--- config.mk ---
export PLATFORM = sky130hd
export DESIGN_NAME = instruction_loader
export DESIGN_NICKNAME = d
export VERILOG_FILES = /design/src/rtl/instruction_loader.sv
export SDC_FILE = /design/constraint.sdc
export NUM_CORES = 1
export LEC_CHECK = 0
export BUFFER_PORTS_ARGS = -buffer_cell sky130_fd_sc_hd__buf_2
export CAP_MARGIN = 10
export CORE_ASPECT_RATIO = 2
export CORE_MARGIN = 2
export CORE_UTILIZATION = 55
export DETAILED_ROUTE_END_ITERATION = 8
export PLACE_DENSITY = 0.81
export SLEW_MARGIN = 5
export SYNTH_ARGS = -nofsm -noshare
export SYNTH_HDL_FRONTEND = slang
export SYNTH_SLANG_ARGS = --single-unit
--- constraint.sdc ---
create_clock -name clk -period 3.04 [get_ports clk]
set_input_delay 0.456 -clock clk [delete_from_list [all_inputs] [get_ports clk]]
set_output_delay 0.456 -clock clk [all_outputs]
set_load 0.1 [all_outputs]
--- src/rtl/instruction_loader.sv ---
// -----------------------------------------------------------------------------
// instruction_loader
//
// Purpose:
//   Receives a header word and a stream of instruction field words, then
//   writes the field words into the external instruction memory. The header
//   selects the first layer slot L (bits [31:16]) and the layer count N
//   (bits [15:0]). Each layer is INSTRUCTION_MEMORY_FIELDS words long. The
//   write address is {layer, field}, with the field index in the low
//   clog2(INSTRUCTION_MEMORY_FIELDS) bits.
//
// Configuration macro:
//   LOADER_CHECKSUM_EN - when defined, one more stream word follows the last
//   field word. That word must equal the XOR of all field words. A mismatch
//   raises error.
//
// Ports:
//   clk             in   single clock, rising edge
//   reset           in   asynchronous active-low reset
//   start           in   one-cycle load request, honoured only in IDLE
//   s_valid         in   stream word valid
//   s_data          in   stream word (header / field / checksum)
//   s_ready         out  stream ready; high in HEADER, LOAD and CHECK
//   wr_en_ext_im    out  instruction-memory write strobe
//   wr_addr_ext_im  out  instruction-memory write address {layer, field}
//   wr_data_ext_im  out  instruction-memory write data
//   busy            out  high whenever the FSM is not in IDLE
//   done            out  one-cycle pulse when a load ends
//   error           out  failure flag of the last load, held until next start
// -----------------------------------------------------------------------------
module instruction_loader #(
    parameter int BIT_WIDTH_EXTERNAL_PORT   = 32,
    parameter int INSTRUCTION_MEMORY_SIZE   = 32,
    parameter int INSTRUCTION_MEMORY_FIELDS = 24
) (
    input  logic                               clk,
    input  logic                               reset,
    input  logic                               start,
    input  logic                               s_valid,
    input  logic [BIT_WIDTH_EXTERNAL_PORT-1:0] s_data,
    output logic                               s_ready,
    output logic                               wr_en_ext_im,
    output logic [BIT_WIDTH_EXTERNAL_PORT-1:0] wr_addr_ext_im,
    output logic [BIT_WIDTH_EXTERNAL_PORT-1:0] wr_data_ext_im,
    output logic                               busy,
    output logic                               done,
    output logic                               error
);

    localparam int W  = BIT_WIDTH_EXTERNAL_PORT;
    localparam int FW = (INSTRUCTION_MEMORY_FIELDS > 1) ? $clog2(INSTRUCTION_MEMORY_FIELDS) : 1;
    localparam int LW = (INSTRUCTION_MEMORY_SIZE > 1) ? $clog2(INSTRUCTION_MEMORY_SIZE) : 1;

    localparam logic [FW-1:0] FIELD_LAST = FW'(INSTRUCTION_MEMORY_FIELDS - 1);
    localparam logic [16:0]   MEM_SIZE   = 17'(INSTRUCTION_MEMORY_SIZE);

    typedef enum logic [2:0] {
        IDLE   = 3'd0,
        HEADER = 3'd1,
        LOAD   = 3'd2,
        CHECK  = 3'd3,
        DONE   = 3'd4
    } state_t;

    // Packs {layer, field} into a zero-extended memory address.
    function automatic logic [W-1:0] make_addr(input logic [15:0]   layer,
                                               input logic [FW-1:0] field);
        logic [W-1:0] a;
        a            = {W{1'b0}};
        a[FW-1:0]    = field;
        a[FW+:LW]    = layer[LW-1:0];
        return a;
    endfunction

    state_t         state_q, state_d;
    logic [FW-1:0]  f_q, f_d;          // field index within the current layer
    logic [15:0]    l_q, l_d;          // current layer slot
    logic [15:0]    rem_q, rem_d;      // layers still to be loaded, current one included
    logic           s_ready_q, s_ready_d;
    logic           wr_en_q, wr_en_d;
    logic [W-1:0]   wr_addr_q, wr_addr_d;
    logic [W-1:0]   wr_data_q, wr_data_d;
    logic           busy_q, busy_d;
    logic           done_q, done_d;
    logic           error_q, error_d;
`ifdef LOADER_CHECKSUM_EN
    logic [W-1:0]   csum_q, csum_d;    // running XOR of the field words
`endif

    logic           hs_s;
    logic [15:0]    hdr_n_s;
    logic [15:0]    hdr_l_s;
    logic           hdr_bad_s;

    // s_ready_q mirrors the state, so it doubles as the acceptance qualifier.
    assign hs_s      = s_valid && s_ready_q;
    assign hdr_n_s   = s_data[15:0];
    assign hdr_l_s   = s_data[31:16];
    assign hdr_bad_s = (hdr_n_s == 16'd0) ||
                       (({1'b0, hdr_l_s} + {1'b0, hdr_n_s}) > MEM_SIZE);

    // Next-state, counter and output computation.
    always_comb begin
        state_d   = state_q;
        f_d       = f_q;
        l_d       = l_q;
        rem_d     = rem_q;
        wr_en_d   = 1'b0;
        wr_addr_d = wr_addr_q;
        wr_data_d = wr_data_q;
        error_d   = error_q;
`ifdef LOADER_CHECKSUM_EN
        csum_d    = csum_q;
`endif

        case (state_q)
            IDLE: begin
                if (start) begin
                    state_d = HEADER;
                    error_d = 1'b0;
                end else begin
                    state_d = IDLE;
                end
            end

            HEADER: begin
                if (hs_s) begin
                    if (hdr_bad_s) begin
                        error_d = 1'b1;
                        state_d = DONE;
                    end else begin
                        state_d = LOAD;
                        f_d     = {FW{1'b0}};
                        l_d     = hdr_l_s;
                        rem_d   = hdr_n_s;
`ifdef LOADER_CHECKSUM_EN
                        csum_d  = {W{1'b0}};
`endif
                    end
                end else begin
                    state_d = HEADER;
                end
            end

            LOAD: begin
                if (hs_s) begin
                    wr_en_d   = 1'b1;
                    wr_addr_d = make_addr(l_q, f_q);
                    wr_data_d = s_data;
`ifdef LOADER_CHECKSUM_EN
                    csum_d    = csum_q ^ s_data;
`endif
                    if (f_q == FIELD_LAST) begin
                        f_d   = {FW{1'b0}};
                        l_d   = l_q + 16'd1;
                        rem_d = rem_q - 16'd1;
                        if (rem_q == 16'd1) begin
`ifdef LOADER_CHECKSUM_EN
                            state_d = CHECK;
`else
                            state_d = DONE;
`endif
                        end else begin
                            state_d = LOAD;
                        end
                    end else begin
                        f_d = f_q + FW'(1'b1);
                    end
                end else begin
                    state_d = LOAD;
                end
            end

`ifdef LOADER_CHECKSUM_EN
            CHECK: begin
                if (hs_s) begin
                    if (s_data != csum_q) begin
                        error_d = 1'b1;
                    end else begin
                        error_d = error_q;
                    end
                    state_d = DONE;
                end else begin
                    state_d = CHECK;
                end
            end
`endif

            DONE: begin
                state_d = IDLE;
            end

            default: begin
                state_d = IDLE;
            end
        endcase

        // Outputs are registered from the next state so that they line up
        // with the state they describe; done is registered from the current
        // state and therefore appears in the cycle after DONE.
        s_ready_d = (state_d == HEADER) || (state_d == LOAD) || (state_d == CHECK);
        busy_d    = (state_d != IDLE);
        done_d    = (state_q == DONE);
    end

    // State, counter and registered-output update.
    always_ff @(posedge clk or negedge reset) begin
        if (!reset) begin
            state_q   <= IDLE;
            f_q       <= {FW{1'b0}};
            l_q       <= 16'd0;
            rem_q     <= 16'd0;
            s_ready_q <= 1'b0;
            wr_en_q   <= 1'b0;
            wr_addr_q <= {W{1'b0}};
            wr_data_q <= {W{1'b0}};
            busy_q    <= 1'b0;
            done_q    <= 1'b0;
            error_q   <= 1'b0;
`ifdef LOADER_CHECKSUM_EN
            csum_q    <= {W{1'b0}};
`endif
        end else begin
            state_q   <= state_d;
            f_q       <= f_d;
            l_q       <= l_d;
            rem_q     <= rem_d;
            s_ready_q <= s_ready_d;
            wr_en_q   <= wr_en_d;
            wr_addr_q <= wr_addr_d;
            wr_data_q <= wr_data_d;
            busy_q    <= busy_d;
            done_q    <= done_d;
            error_q   <= error_d;
`ifdef LOADER_CHECKSUM_EN
            csum_q    <= csum_d;
`endif
        end
    end

    assign s_ready        = s_ready_q;
    assign wr_en_ext_im   = wr_en_q;
    assign wr_addr_ext_im = wr_addr_q;
    assign wr_data_ext_im = wr_data_q;
    assign busy           = busy_q;
    assign done           = done_q;
    assign error          = error_q;

endmodule
; ---- Word level (Yosys, flattened, before mapping)
; Cells that the tools add are included.
[word_totals]
output_inout_bits = 69
reg_bits = 87
[classes]
add_sub_neg = 4
n_lt_le_gt_ge = 1
n_mux = 28
n_eq_ne = 14
reduce_logical = 13
[op_table]
columns = op, n
row1 = 16-bit two-way mux, 8
row2 = 16-bit case mux with 2 select lines, 2
row3 = 5-bit two-way mux, 4
row4 = 16-bit by 16-bit adder with 17-bit output, 1
row5 = 17-bit by 6-bit greater-than comparator with 1-bit output (second input constant), 1
row6 = 16-bit by 1-bit adder with 16-bit output (second input constant), 1
row7 = 16-bit by 1-bit == test with 1-bit output (second input constant), 1
row8 = 16-bit logical NOT, 1
row9 = 16-bit by 1-bit subtractor with 16-bit output (second input constant), 1
row10 = 3-bit two-way mux, 5
row11 = 2-bit inequality test (second input constant), 6
row12 = 5-bit case mux with 2 select lines, 1
row13 = 3-bit by 2-bit == test with 1-bit output (second input constant), 3
row14 = 3-bit case mux with 3 select lines, 1
row15 = 4-bit AND reduction, 2
row16 = 3-bit by 1-bit == test with 1-bit output (second input constant), 2
row17 = 1-bit two-way mux, 6
row18 = 5-bit by 1-bit adder with 5-bit output (second input constant), 1
row19 = 5-bit == test (second input constant), 1
row20 = 5-bit AND reduction, 1
row21 = 2-bit nonzero test, 2
row22 = 3-bit == test (second input constant), 1
row23 = 3-bit logical NOT, 1
row24 = 1-bit logical OR, 3
row25 = other kinds (4), 4

; ---- Depth between registers and ports, before layout
; Gate-level depths: netlist (run 1).
[logic_depth]
depth_word = 9
mapped_depth = 13
mapped_depth_nobuf = 11

; ---- Worst setup path after synthesis (run 1)
; OpenSTA, ideal clock, no wires.
[synth_path]
path_kind = input to register
startpoint = input s_data[0]
endpoint = register rem_q[14]
n_path_buf = 2
setup_time_ps = 131
setup_slack_ps = -165
stages = 13
arrival_time_ps = 3074
path_cell_list = ha_1 fa_1 a21o_1 and4_1 o311ai_2 o221ai_1 mux2_2 nand4_1 nor4_4 buf_6 buf_6 o22ai_1 o2bb2ai_1
[synth_between]
elab_chain_len = 5
elab_cells_between_ends = 6
[synth_rtl]
columns = item, line
row1 = "start, declared", 40  ; input logic [BIT_WIDTH_EXTERNAL_PORT-1:0] s_data,
row2 = 16-bit by 16-bit adder with 17-bit output, 100  ; (({1'b0, hdr_l_s} + {1'b0, hdr_n_s}) > MEM_SIZE);
row3 = 17-bit by 6-bit greater-than comparator with 1-bit output, 100
row4 = 1-bit logical OR *, 99  ; assign hdr_bad_s = (hdr_n_s == 16'd0) ||
row5 = 2-bit inequality test (no line) *, --
row6 = 5-bit AND reduction (no line) *, --
row7 = "end signal, assigned", 227  ; rem_q <= rem_d;
row8 = "end, declared", 78  ; logic [15:0] rem_q, rem_d;
; Every way passes the cells marked *; elsewhere a longest branch is shown, timed or not.
; A chain may end at the register's enable or synchronous reset.

; ---- Final worst setup path (run 1)
[layout_path]
startpoint = input s_data[0]
endpoint = register l_q[3]
[layout_between]
elab_chain_len = 5
elab_cells_between_ends = 6
[layout_rtl]
columns = item, line
row1 = 16-bit by 16-bit adder with 17-bit output, 100
row2 = 17-bit by 6-bit greater-than comparator with 1-bit output, 100
row3 = 1-bit logical OR *, 99
row4 = 2-bit inequality test (no line) *, --
row5 = 5-bit AND reduction (no line) *, --
row6 = "end signal, assigned", 226  ; l_q <= l_d;
row7 = "end, declared", 77  ; logic [15:0] l_q, l_d;
; Marks and branches as above.

==> results of run 1 <==
==> worst register-to-register path: cells and delay by family, from the launching register on <==
kind               cells  cell delay (ns)
AOI/OAI and AO/OA      2             0.31
and+or+nand+nor        5             1.81
DFF                    1             0.40
==> layout make-up <==
| type | count | area [µm²] |
|---|---|---|
| clock inverters | 7 | 121 |
| fillers | 611 | 2150 |
| repair buffers | 155 | 1000 |
| inverters | 16 | 60.1 |
| clock buffers | 9 | 225 |
| multi-input cells | 444 | 2650 |
| well taps | 98 | 123 |
| flip-flops and latches | 76 | 1900 |
==> metrics by stage <==
stage | hold WS (ns) | area [µm²] | power (mW)
global placement | 0.454 | 5490 | 1.86
global route | 0.348 | 6080 | 3.28
detailed placement | 0.457 | 5490 | 1.88
CTS | 0.316 | 5950 | 3.14
floorplan | 0.160 | 4760 | 1.65
finish | 0.264 | 6080 | 3.17
==> per-layer routing <==
metal	vias to the layer above	GRT usage [%]	share of wire, %
li1	2229	-	-
met1	2356	34.1	32
met2	311	61.1	54
met3	89	5.11	5.7
met4	0	25.8	7.6
met5	-	0	0
==> path summary, 6_finish.rpt <==
path | to | slack, ns
min in group clk | wr_data_ext_im[25]$_DFFE_PN0P_ | 0.33
max reg2reg | rem_q[13]$_DFFE_PN0P_ | 0.38
max | l_q[3]$_DFFE_PN0P_ | -0.15
min | state_q[0]$_DFF_PN0_ | 0.26
max in group asynchronous | wr_data_ext_im[26]$_DFFE_PN0P_ | 2.14
min reg2reg | wr_data_ext_im[2]$_DFFE_PN0P_ | 0.47
==> cells in the final DEF, fill, tap and decap left out, types with 3 or more instances in the layout <==
cell,count
nand2_1,159
buf_2,79
dfrtp_1,76
buf_4,68
nor2_1,30
a21oi_1,27
conb_1,22
ha_1,19
nor3_1,18
inv_1,16
o21ai_0,14
nor4_1,13
nand3_1,13
nand4_1,9
clkbuf_16,9
a21oi_2,7
o2bb2ai_1,7
a21o_1,6
xnor2_1,6
buf_6,6
or3_1,5
nor3b_1,5
o21ai_1,5
o211ai_1,5
o22ai_1,5
o221ai_1,5
o221ai_2,4
or4_4,3
o21bai_1,3
a31oi_1,3
a32oi_1,3
nand3b_1,3
bufinv_16,3
==> flip-flops by register name, indices dropped and copies added, names as in the netlist, 3 cells and up <==
register and cells:
state_q 3, rem_q 16, wr_addr_ext_im 10, wr_data_ext_im 32, f_q 5, l_q 5
==> kinds of logic (layout without fill, tap and decap cells) <==
kind of cell             after synthesis  count (layout)  synth area share, %
multiplexers                           2               2                0.458
flip-flops                            76              76                 40.9
other                                  1              22               0.0807
adder cells (fa/ha/maj)               21              21                 5.81
XOR/XNOR                               7               7                 1.32
AND/OR/NAND/NOR                      276             276                 26.9
AO/OA/AOI/OAI                        115             116                 17.1
buffers and inverters                 63             187                 7.40
==> timing repair <==
item / 4_1_cts / 5_1_grt
pin swaps: 17 / 21
gates cloned: 0 / 2
setup buffers: 6 / 4
setup endpoints to repair: 28 / 30
gates resized for setup: 17 / 23
==> power by group through the flow <==
| stage | Clock (mW) | Sequential, mW | Combinational [mW] |
|---|---|---|---|
| 2_1_floorplan | 0 | 1.26 | 0.390 |
| 3_3_place_gp | 0 | 1.09 | 0.772 |
| 3_5_place_dp | 0 | 1.09 | 0.783 |
| 4_1_cts | 1.27 | 1.07 | 0.804 |
| 5_1_grt | 1.31 | 1.08 | 0.886 |
| 6_report | 1.26 | 1.07 | 0.836 |
==> flow_summary.yaml, run 1 <==
finish:
  area.growth.synth_to_final_pct: 30.8
  nets: 759
  num_antenna_cells: 0
  layoutNonFillerInstCount: 805
  final_layout_size_suffix_gt1_share_pct: 29.1
  fin_util_pct: 73.9
worst_setup_path:
  critical-path-top-cell-by-count: "buf_4"
  timing.critical_path.max_delay_family: "simple AND/OR/NAND/NOR gates"
  crit_path_cells: "buf_8, ha_4, fa_2, buf_4, buf_4, xor2_1, or4_4, nor3_4, o41ai_4, nor4_4, buf_6, nor2_2, buf_4, o221ai_1"
  start_kind: "primary input"
  critical_path_maximum_fanout: 6
  crit_path_top_delay_cell: "or4_4"
  regToRegStartpoint: "rem_q[5]$_DFFE_PN0P_"
  number_of_cell_instances_on_the_worst_register_to_register_path: 7
  critPathBufInv: 5
  crit_cells: 14
  timing_worst_setup_path_type: "primary input to flop"
  required_time_at_the_worst_slack_endpoint_ns: 3.25
  startpoint: "s_data[0]"
  cp_data_arrival_time_ns: 3.41
  critPathCaptureType: "flop"
  max_stage_delay_ns: 0.51
status:
  run_status: "complete, but fails checks"
  failing_checks: "negative setup slack"
route:
  routed_wirelength_um: 16100
  final_antenna_net_count: 0
  avgRoutedWirePerCell_um: 20.1
  drt-initial-drc-count: 574
  vias: 4985
  residual_drc: 0
  avgViaCountPerCell: 6.19
  tritonroute_pass_1_iters: 5
die:
  ioPinCount: 105
  num_rows: 47
  starting_density_of_the_core_pct: 56.5
  dieWidth_um: 69.0
  floorplan.core_area_um2: 8230
  die_height_um: 134
  floorplan.die_area_um2: 9250
logic_synthesis:
  synthesized_area_um2: 4650
  netlist.top_cell.by_area: "dfrtp_1"
  synth_top_cells_by_count: "nand2_1, dfrtp_1, nor2_1"
  async_flop_share_pct: 100
  post_synth_num_cell_types: 65
  portion_of_the_post_synthesis_area_used_by_sequential_elements_pct: 40.9
  cells_after_synth: 561
  yosysWarningCount: 0
  synth.top_cell.area_share_pct: 40.9
  ys_seq_elements: 76
  synth_ff_type: "dfrtp_1"
  post-synth-top-count-cell: "nand2_1"
  syn_area_per_cell_um2: 8.29
  largest_cells_by_area_after_synthesis: "dfrtp_1, nand2_1, ha_1, buf_4, a21oi_1"
  post_synth_edffs: 0
sta:
  maxSlewViolCount: 0
  max_clock_freq_mhz: 313
  period_minus_slack_ns: 3.19
  grt_setup_unrepaired: "true"
  finalHoldViolCount: 0
  worst_slew_pin_slew_ns: 1.02
  worst_slack_ns: -0.154
  final.period_utilization_pct: 105
  finalSetupViolations: 14
  clock_skews_ns: 0.00755
  slew_headroom_pct: 31.4
  setup_tns_ns: -0.476
global_route:
  grt_first_pass_wirelength_um: 24500
  grt_use_total_pct: 33.8
  vias_in_the_first_global_route: 4965
  antenna_found_initial: 0
  maximum_number_of_pins_on_one_net_before_global_route_repair: 77
  gr-total-overflow: 0
cts:
  clk_slew_on_worst_s_h_paths_ns: 0.06
  clock_insertion_delay_worst_skew_ns: 0.34
  cts.sink_count: 76
  cts.htree.levels: 3
  ctsLongestPathBuffers: 2
  ctsRootBufferMaster: "clkbuf_16"
  clock_tree_from_tritoncts: "done"
  cts-hold-fix-buffers: 0
  cts_buffers: 9
run:
  maxCapViolations: 0
pwr:
  p_comb_share_pct: 26.4
  ir_worst_vdd_mv: 0.311
  power.static_leakage_nw: 3.14
  proportion_of_total_power_due_to_net_switching_pct: 34.1
  share_clk_of_total_power_pct: 39.8
  p_int_mw: 2.09
  seqPwrFrac_pct: 33.9
  power.net_switching_mw: 1.08
  p_per_area_nw_per_um2: 521
place:
  place.gp.congestion: 0.931
  io_buffers: 82
  dp.cells: 779
  place_ws_ns: -0.513
  dp.final_hpwl_um: 11100
worst_hold_path:
  hold_class: "primary input to asynchronous set/reset pin"
Note: power is estimated with default switching activity, not from simulation.
==> run 2: changes to the inputs <==
CORE_MARGIN = default   (was 2)
SLEW_MARGIN = 0   (was 5)
TNS_END_PERCENT = 10   (was default)
==> run 2 against run 1 <==
Compared with the run above:
- clock-buffer cell count is the same
- the run still ends with negative setup slack left
- register-to-register slack improved by 0.04 ns
- combinational power is 2.4% lower
- final cell count fell by 0.62%
- critical path depth decreased by 1
- critical path type unchanged
- sequential share of layout area increased by 0.75 points
- worst setup slack better by 0.14 ns
- clock power about the same
- via count is 2.7% lower
- largest power group unchanged
==> flow_summary.yaml, run 2 (synthesized netlist as in run 1, its figures left out) <==
pwr:
  share_clk_of_total_power_pct: 39.8
  power.net_switching_mw: 1.06
  p_int_mw: 2.09
  p_comb_share_pct: 26.0
  p_per_area_nw_per_um2: 530
  report.power.total_mw: 3.15
  ir_worst_vdd_mv: 0.324
  proportion_of_total_power_due_to_net_switching_pct: 33.6
  seqPwrFrac_pct: 34.2
  power.static_leakage_nw: 3.08
sta:
  clock_skews_ns: 0.00525
  hold_slack_ns: 0.245
  period_minus_slack_ns: 3.05
  finalHoldViolCount: 0
  maxSlewViolCount: 0
  max_clock_freq_mhz: 327
  worst_slew_pin_slew_ns: 0.967
  final.period_utilization_pct: 100
  finalSetupViolations: 3
  slew_headroom_pct: 35.5
  grt_setup_unrepaired: "true"
  worst_slack_ns: -0.0136
finish:
  largest_register_ff_count: 32
  most_common_cell_after_layout_fill_and_taps_aside: "nand2_1"
  nets: 754
  area.growth.synth_to_final_pct: 27.8
  final_cell_mix: "nand2_1, buf_2, dfrtp_1"
  num_antenna_cells: 0
  final_layout_size_suffix_gt1_share_pct: 27.1
die:
  floorplan.core_area_um2: 8230
  dieWidth_um: 67.0
  starting_density_of_the_core_pct: 56.5
  floorplan.die_area_um2: 8850
  num_rows: 47
  die_height_um: 132
  ioPinCount: 105
route:
  routed_wirelength_um: 15000
  drt-initial-drc-count: 478
  final_antenna_net_count: 0
  tritonroute_pass_1_iters: 6
  residual_drc: 0
  avgRoutedWirePerCell_um: 18.8
  avgViaCountPerCell: 6.06
  vias: 4848
global_route:
  grt_first_pass_wirelength_um: 23300
  gr-total-overflow: 0
  antenna_found_initial: 0
  maximum_number_of_pins_on_one_net_before_global_route_repair: 77
  grt_use_total_pct: 35.6
  vias_in_the_first_global_route: 4760
place:
  dp.final_hpwl_um: 11200
  place_ws_ns: -0.647
  place.gp.congestion: 0.945
  io_buffers: 82
worst_setup_path:
  required_time_at_the_worst_slack_endpoint_ns: 3.27
  critical_path_maximum_fanout: 20
  number_of_cell_instances_on_the_worst_register_to_register_path: 7
  critPathCaptureType: "flop"
  timing_worst_setup_path_type: "primary input to flop"
  start_kind: "primary input"
  cp_data_arrival_time_ns: 3.28
cts:
  clock_tree_from_tritoncts: "done"
  cts.sink_count: 76
  cts.htree.levels: 3
  cts_buffers: 9
  clk_slew_on_worst_s_h_paths_ns: 0.06
  clock_insertion_delay_worst_skew_ns: 0.34
  ctsLongestPathBuffers: 2
  cts-hold-fix-buffers: 0
  ctsRootBufferMaster: "clkbuf_16"
run:
  maxCapViolations: 0
status:
  failing_checks: "negative setup slack"
  run_status: "complete, but fails checks"
worst_hold_path:
  hold_class: "primary input to asynchronous set/reset pin"
run 2: per-stage QoR:
stage               utilization (%)  std cells  cell area [µm²]  setup TNS [ns]
finish                         72.1        800             5940         -0.0337
global route                   72.1        800             5940           -2.04
CTS                            71.4        798             5880               0
detailed placement             66.8        782             5500          -13.69
global placement               66.8        782             5500          -12.88
floorplan                         -        582             4750         -0.0979
run 2: path summary, 6_finish.rpt:
| check | startpoint | slack [ns] | to |
|---|---|---|---|
| max | s_data[4] | -0.01 | f_q[2]$_DFFE_PN0P_ |
| min reg2reg | wr_addr_ext_im[3]$_DFFE_PN0P_ | 0.47 | wr_addr_ext_im[3]$_DFFE_PN0P_ |
| max reg2reg | rem_q[4]$_DFFE_PN0P_ | 0.42 | rem_q[14]$_DFFE_PN0P_ |
| max in group asynchronous | reset | 2.14 | wr_data_ext_im[31]$_DFFE_PN0P_ |
| min in group clk | s_data[24] | 0.33 | wr_data_ext_im[24]$_DFFE_PN0P_ |
| min | reset | 0.25 | error$_DFFE_PN0P_ |
run 2: power groups by stage:
| stage | clock, mW | sequential [mW] | combinational (mW) |
|---|---|---|---|
| 4_1_cts | 1.27 | 1.08 | 0.800 |
| 6_report | 1.25 | 1.08 | 0.816 |
| 5_1_grt | 1.30 | 1.08 | 0.866 |
| 3_5_place_dp | 0 | 1.09 | 0.789 |
| 3_3_place_gp | 0 | 1.09 | 0.775 |
| 2_1_floorplan | 0 | 1.26 | 0.387 |
run 2: critical path, stage by stage:
cell,delay (ns)
buf_2,0.15
ha_1,0.41
a21oi_2,0.25
nand2_1,0.11
buf_4,0.15
o21bai_1,0.19
a32oi_1,0.17
xnor2_1,0.28
nand2_1,0.17
nor4_4,0.37
buf_6,0.25
o22ai_1,0.12
a21o_1,0.20
run 2: final cells by class:
cell class	count	area, µm²
clock buffer	9	225
clock inverter	7	123
fill	645	2290
inverter	16	60.1
multi-input combinational	443	2550
sequential	76	1900
tap	98	123
timing repair buffer	151	955
run 2: per-layer routing:
| metal | vias to the layer above | share of wire, % | global-route usage [%] |
|---|---|---|---|
| met3 | 69 | 5.0 | 6.49 |
| met4 | 0 | 8.3 | 27.2 |
| met5 | - | 0 | 0 |
| li1 | 2220 | - | - |
| met1 | 2324 | 33 | 35.3 |
| met2 | 235 | 54 | 61.6 |
run 2: timing repair:
action,CTS,global route
pin swaps,0,12
buffers inserted,0,3
endpoints found under the setup margin,28,29
gates resized for setup,6,14
